--- src/rtl/hold_watch.sv ---
// Pulse-width and overlap checker for the g/f hold-FSM level outputs.
// Reports each pulse's sampled-high length and flags short, long or overlapping pulses.
module hold_watch #(
  parameter int CNT_W    = 8,
  parameter int MIN_HOLD = 2,
  parameter int MAX_HOLD = 20
) (
  input  logic             clk,
  input  logic             rst_n,
  input  logic             g_in,
  input  logic             f_in,
  input  logic             clr,
  output logic [CNT_W-1:0] g_len,
  output logic             g_vld,
  output logic [CNT_W-1:0] f_len,
  output logic             f_vld,
  output logic             g_err,
  output logic             f_err,
  output logic             ovl_err
);

  // state | meaning
  // IDLE  | no pulse in progress
  // HOLD  | pulse high, length still within MAX_HOLD
  // LONG  | pulse exceeded MAX_HOLD, counter saturates
  typedef enum logic [1:0] {IDLE, HOLD, LONG} state_t;

  localparam logic [CNT_W-1:0] MIN_C = CNT_W'(MIN_HOLD);
  localparam logic [CNT_W-1:0] MAX_C = CNT_W'(MAX_HOLD);

  logic [1:0] s_in;
  logic [1:0] s_prv;
  logic       ovl_set;

  always_ff @(posedge clk or negedge rst_n) begin
    if (!rst_n) begin
      s_in  <= '0;
      s_prv <= '0;
    end else begin
      s_in  <= {f_in, g_in};
      s_prv <= s_in;
    end
  end

  assign ovl_set = s_in[0] & s_in[1];

  always_ff @(posedge clk or negedge rst_n) begin
    if (!rst_n)   ovl_err <= 1'b0;
    else if (clr) ovl_err <= ovl_set;
    else          ovl_err <= ovl_err | ovl_set;
  end

  for (genvar ch = 0; ch < 2; ch++) begin : g_ch
    state_t           state, state_nxt;
    logic [CNT_W-1:0] cnt, cnt_nxt;
    logic [CNT_W-1:0] len, len_nxt;
    logic             vld, vld_nxt;
    logic             err, err_set;

    always_comb begin
      state_nxt = state;
      cnt_nxt   = cnt;
      len_nxt   = len;
      vld_nxt   = 1'b0;
      err_set   = 1'b0;
      case (state)
        IDLE: begin
          if (s_in[ch] && !s_prv[ch]) begin
            state_nxt = HOLD;
            cnt_nxt   = CNT_W'(1);
          end
        end
        HOLD: begin
          if (s_in[ch]) begin
            cnt_nxt = cnt + 1'b1;
            if (cnt == MAX_C) begin
              state_nxt = LONG;
              err_set   = 1'b1;
            end
          end else begin
            len_nxt   = cnt;
            vld_nxt   = 1'b1;
            state_nxt = IDLE;
            if (cnt < MIN_C) err_set = 1'b1;
          end
        end
        LONG: begin
          if (s_in[ch]) begin
            if (cnt != '1) cnt_nxt = cnt + 1'b1;
          end else begin
            len_nxt   = cnt;
            vld_nxt   = 1'b1;
            state_nxt = IDLE;
          end
        end
        default: state_nxt = IDLE;
      endcase
    end

    // a flag raised in the same cycle as clr survives the clear
    always_ff @(posedge clk or negedge rst_n) begin
      if (!rst_n) begin
        state <= IDLE;
        cnt   <= '0;
        len   <= '0;
        vld   <= 1'b0;
        err   <= 1'b0;
      end else begin
        state <= state_nxt;
        cnt   <= cnt_nxt;
        len   <= len_nxt;
        vld   <= vld_nxt;
        err   <= clr ? err_set : (err | err_set);
      end
    end
  end

  assign g_len = g_ch[0].len;
  assign g_vld = g_ch[0].vld;
  assign g_err = g_ch[0].err;
  assign f_len = g_ch[1].len;
  assign f_vld = g_ch[1].vld;
  assign f_err = g_ch[1].err;

endmodule

--- config.mk ---
export PLATFORM = sky130hd
export DESIGN_NAME = hold_watch
export DESIGN_NICKNAME = d
export VERILOG_FILES = /design/src/rtl/hold_watch.sv
export SDC_FILE = /design/constraint.sdc
export NUM_CORES = 1
export LEC_CHECK = 0
export BUFFER_PORTS_ARGS = -buffer_cell sky130_fd_sc_hd__buf_2
export CAP_MARGIN = 20
export CORE_UTILIZATION = 40
export CTS_CLUSTER_DIAMETER = 50
export CTS_CLUSTER_SIZE = 25
export DETAILED_ROUTE_END_ITERATION = 12
export HOLD_SLACK_MARGIN = 0.02
export SYNTH_ARGS = -nofsm -noshare
export SYNTH_HDL_FRONTEND = slang
export SYNTH_SLANG_ARGS = --single-unit
--- constraint.sdc ---
create_clock -name clk -period 5.3 [get_ports clk]
set_input_delay 1.06 -clock clk [delete_from_list [all_inputs] [get_ports clk]]
set_output_delay 1.06 -clock clk [all_outputs]
set_load 0.005 [all_outputs]
## Word level (Yosys, flattened, before mapping)

Index checks and enable logic that the tools add are counted.

- Add/sub/neg operators: 2
- Magnitude comparators: 2
- Equality and inequality tests: 20
- Muxes and demuxes: 35
- Bitwise logic cells: 6
- Reduce and logical (&&, ||, !) cells: 16

Operators by type and width:

| cell | count |
|---|---|
| 8-bit 2-to-1 mux | 8 |
| 8-bit one-hot mux with 3 select lines | 2 |
| 2-bit != test (second input constant) | 10 |
| 8-bit by 1-bit adder with 8-bit output (second input constant) | 2 |
| 8-bit by 5-bit equality test with 1-bit output (second input constant) | 2 |
| 8-bit by 2-bit less-than comparator with 1-bit output (second input constant) | 2 |
| 2-bit 2-to-1 mux | 8 |
| 8-bit != test (second input constant) | 2 |
| 1-bit 2-to-1 mux | 15 |
| 2-bit one-hot mux with 3 select lines | 2 |
| 5-bit AND reduction | 2 |
| 3-bit != test (second input constant) | 2 |
| 3-bit AND reduction | 2 |
| 3-bit nonzero test | 2 |
| 2-bit by 1-bit equality test with 1-bit output (second input constant) | 2 |
| 2-bit equality test (second input constant) | 2 |
| 2-bit logical NOT | 2 |
| 2-bit AND reduction | 2 |
| 2-bit OR reduction | 2 |
| 1-bit OR | 3 |
| 1-bit logical AND | 2 |
| 1-bit logical NOT | 2 |
| 1-bit inverter | 2 |
| 1-bit bitwise AND | 1 |

- Flip-flop bits (word level): 45
- Input port bits: 5
- Output and inout bits: 21
- Logic and storage cells: 94

## Logic depth before layout (Yosys ltp)

- Depth after elaboration: 6
- Depth in mapped cells: 7
- Mapped depth without buffers: 6

## Worst setup path before layout

OpenSTA, ideal clock, no wires.

- Path type: register to register
- From: register g_ch[0].state[0]
- To: register g_ch[0].cnt[0]
- Setup time: 0.125 ns
- Arrival time: 1.671 ns
- Required time: 5.175 ns
- Path slack: 3.504 ns
- Cell stages (with the launch flop): 8
- Path buffers: 1
- Clock period less this slack: 1.796 ns
- Cells stage by stage: dfrtp_1 -> inv_1 -> ha_1 -> nor3_1 -> o21bai_2 -> or2_1 -> buf_6 -> mux2_4

- Cells in the longest elaborated chain, start to end: 3
- Elaborated cells on any way between the ends: 10
- Classes of those cells: 6 x eq/ne; 1 x mux; 3 x reduce/logical

RTL lines:

| what | line | text |
|---|---|---|
| start: declaration | 54 | `state_t state, state_nxt;` |
| start signal: assignment | 109 | `state <= state_nxt;` |
| 2-bit equality test, or another cell as far along | 66 | `case (state)` |
| 2-bit != test (no source line) / 3-bit nonzero test (equally long branches) | n/a |  |
| 5-bit AND reduction (no source line) | n/a |  |
| end signal: assignment | 110 | `cnt <= cnt_nxt;` |
| end: declaration | 55 | `logic [CNT_W-1:0] cnt, cnt_nxt;` |

Several ways; a longest one is shown, not always the timed one.
A chain may end at the register's enable or synchronous reset.

## Worst setup path in the final report

- From: register g_ch[1].state[1]
- To: register g_ch[1].cnt[2]

- Cells in the longest elaborated chain, start to end: 3
- Elaborated cells on any way between the ends: 10
- Classes of those cells: 6 x eq/ne; 1 x mux; 3 x reduce/logical

RTL lines:

| what | line |
|---|---|
| start: declaration | 54 |
| start signal: assignment | 109 |
| 2-bit equality test, or another cell as far along | 66 |
| 2-bit != test (no source line) / 3-bit nonzero test (equally long branches) | n/a |
| 5-bit AND reduction (no source line) | n/a |
| end signal: assignment | 110 |
| end: declaration | 55 |

Several ways; a longest one is shown, not always the timed one.

==> run_results.csv <==
group,metric,value,unit
logic_synthesis,syn-num-nets,237,
critical_path,slowest_delay,0.49,ns
clocking,holdBufCountCts,0,
pwr,power_frac_seq,43.1,%
global_route,met3_usage,3.488,%
global_route,grt_antenna_before_repair,0,
logic_synthesis,synth_seq_cells,45,
logic_synthesis,avgSynthCellArea,10.58,sq um
logic_synthesis,synthSimpleGateAreaFrac,16.48,%
timing,slew_headroom,60.02,%
logic_synthesis,syn_inst,221,
critical_path,cp_num_buf_inv,1,
pwr,p_int,723.5,uW
routing,vias_per_cell,5.470,
timing,tns,0,ns
clocking,path_clk_slew,0.08,ns
critical_path,crit_chain,"inv_1 -> ha_1 -> or2_1 -> a31oi_1 -> or2_1 -> o211ai_1",
worst_hold_path,hold_class,"register to register",
logic_synthesis,synth-main-ff-cell,"dfrtp_1",
floorplanning,core,5574,sq um
timing,fin_ws,3.115,ns
layout,drive_gt1_share,22.04,%
logic_synthesis,ys_async_sr_fraction,100.0,%
logic_synthesis,synth_xor_area_share,0,%
global_route,grt_max_degree,46,
outcome,outcome,"finished clean",
place,routabilityCongestion,0.7952,
routing,wl_per_cell,14.47,um
logic_synthesis,synth_top_family_by_area,"compound AO/OA/AOI/OAI gates",
global_route,use_met1,23.99,%
pwr,pwr-share-clk,17.0,%
timing,hold_viol_final,0,
critical_path,slowest_stage,"a31oi_1",
timing,setup_viol,0,
timing,tightest_slew,0.5970,ns
timing,fmax,457.6,MHz
routing,first_pass_iters,4,
critical_path,worstPathRequired,5.46,ns
critical_path,worst_setup_path_start_kind,"register",
logic_synthesis,yosysMostFrequentCell,"dfrtp_1",
layout,area_growth,11.02,%
clocking,post_cts_buffers,0,
clocking,cts_buffers,5,
clocking,cts_tree,"done",
global_route,grt-ovfl-total,0,
global_route,grt_pass1_wl,7.728,mm
critical_path,cp_max_fo,9,
critical_path,worstPathArrival,2.34,ns
timing,post-route-min-period,2.185,ns
pwr,power.density,461.1,nW/um^2
place,pre_cts_ws,3.136,ns
clocking,clock_latency,0.29,ns
pwr,combPwrFrac,39.9,%
critical_path,cp-end-kind,"register",
layout,diodes,0,
pwr,power.switching,473.6,uW
clocking,h-tree-depth,2,
logic_synthesis,ys_types,44,
logic_synthesis,yosysTopAreaCellShare,48.15,%
pwr,switching_share,39.56,%
critical_path,crit_top_cell,"or2_1",
logic_synthesis,synth_compound_area_share,17.92,%
routing,drcViolationCount,0,
floorplanning,ioPinCount,26,
logic_synthesis,synth.yosys.seq_area_share,48.15,%
clocking,cts_sinks,45,
place,numPortBuffers,25,
floorplanning,initial_core_util,41.95,%
critical_path,path_class,"register to register",
pwr,power.leakage,1.234,nW
run,drv_cap,0,
critical_path,crit_family,"simple AND/OR/NAND/NOR gates",
logic_synthesis,synthTopCellsByCount,"dfrtp_1, nand2_1, o21ai_0",
clocking,cts.repair.resized,0,
clocking,clock_path_buffers,2,
global_route,use_met2,22.89,%
routing,antenna_left,0,
global_route,grt_busiest_layer,"met1",
logic_synthesis,yosys.area.top_type,"dfrtp_1",
logic_synthesis,synth_warnings,0,
logic_synthesis,synthAdderAreaFrac,5.886,%
logic_synthesis,muxShareOfSynthArea,6.421,%
logic_synthesis,synth_edf_count,0,
logic_synthesis,syn-cell-area,2338,sq um
timing,post-route-period-util,41.23,%
pwr,vdd_ir_drop_max,0.0001847,V
clocking,root_buffer,"clkbuf_8",
timing,skew,0.004751,ns
floorplanning,rows,27,
floorplanning,dieArea,6156,sq um
place,dp_hpwl,3.269,mm
floorplanning,fp.dieH,78.46,um
timing,slew_viol_final,0,
floorplanning,die_w,78.46,um
routing,wirelength,4.588,mm
timing,whs,0.4795,ns
timing,rsz0062_at_grt,"no",
routing,drtIter0Drc,120,
routing,num_vias,1734,
logic_synthesis,synthTopCellsByArea,"dfrtp_1, ha_1, mux2_2",
layout,fin_nets,260,
global_route,track_usage,16.20,%
global_route,grt_pass1_vias,1527,
through the flow:
stage / power, mW / cell area (sq um) / std cells / util [%]
floorplan: 0.8775 / 2338 / 221 / -
global placement: 0.9915 / 2494 / 308 / 44.74
CTS: 1.211 / 2576 / 316 / 46.22
global route: 1.291 / 2596 / 317 / 46.58
detailed placement: 1.002 / 2494 / 308 / 44.74
finish: 1.197 / 2596 / 317 / 46.58
flip-flops by register name (all words and copies together) (netlist names):
name,cells
g_vld,1
f_len,8
s_in,2
ovl_err,1
s_prv,2
f_err,1
g_ch.cnt,16
f_vld,1
g_len,8
g_err,1
g_ch.state,4
power by group through the flow:
stage / clock network, mW / logic [mW] / registers (mW)
final: 0.204 / 0.478 / 0.515
after detailed placement: 0 / 0.479 / 0.523
after global placement: 0 / 0.470 / 0.522
after global routing: 0.227 / 0.534 / 0.530
after CTS: 0.214 / 0.481 / 0.515
after floorplan: 0 / 0.383 / 0.495
worst paths after layout:
path	start	to	slack [ns]	depth (start not counted)
max	g_ch[1].state[1]$_DFFE_PN0P_	g_ch[1].cnt[2]$_DFFE_PN0P_	3.11	6
min	f_len[1]$_DFFE_PN0P_	f_len[1]$_DFFE_PN0P_	0.48	2
max reg2reg	g_ch[1].state[1]$_DFFE_PN0P_	g_ch[1].cnt[2]$_DFFE_PN0P_	3.11	6
min reg2reg	f_len[1]$_DFFE_PN0P_	f_len[1]$_DFFE_PN0P_	0.48	2
max in group asynchronous	rst_n	f_len[1]$_DFFE_PN0P_	4.11	2
min in group asynchronous	rst_n	g_ch[0].cnt[3]$_DFFE_PN0P_	0.70	1
cell type report:
type / count / area [sq um]
multi-input combinational: 150 / 1092
timing repair buffer: 26 / 145.1
sequential: 45 / 1126
inverter: 16 / 60.06
clock buffer: 6 / 72.57
fill: 558 / 2978
tap: 72 / 90.09
clock inverter: 2 / 10.01
worst reg2reg max path: stages (launching register included):
cell      delay [ns]
dfrtp_1         0.41
inv_1           0.08
ha_1            0.23
or2_1           0.24
a31oi_1         0.49
or2_1           0.43
o211ai_1        0.17
per-layer routing:
layer,share of wire (%),routed length [um]
met3,4.0,182
met4,1.3,60
met1,50,2313
met2,44,2031
met5,0,0
logic make-up after synthesis:
| kind of cell | count (synthesis) |
|---|---|
| and+or+nand+nor | 73 |
| AOI/OAI and AO/OA | 53 |
| DFF | 45 |
| buffers and inverters | 26 |
| muxes | 13 |
| adders and majority gates | 11 |
layout by cell type, fill, tap and decap left out, drive strengths merged, types with 4 or more instances in the layout:
cell / count
nand3: 13
mux2: 13
nand2b: 7
o21ai: 20
or2: 5
o211ai: 4
a21oi: 4
inv: 16
nor4: 4
o221ai: 4
o311ai: 4
buf: 26
nand2: 24
dfrtp: 45
nand3b: 5
and3: 5
ha: 11
clkbuf: 6
Note: power is estimated with default switching activity, not from simulation.
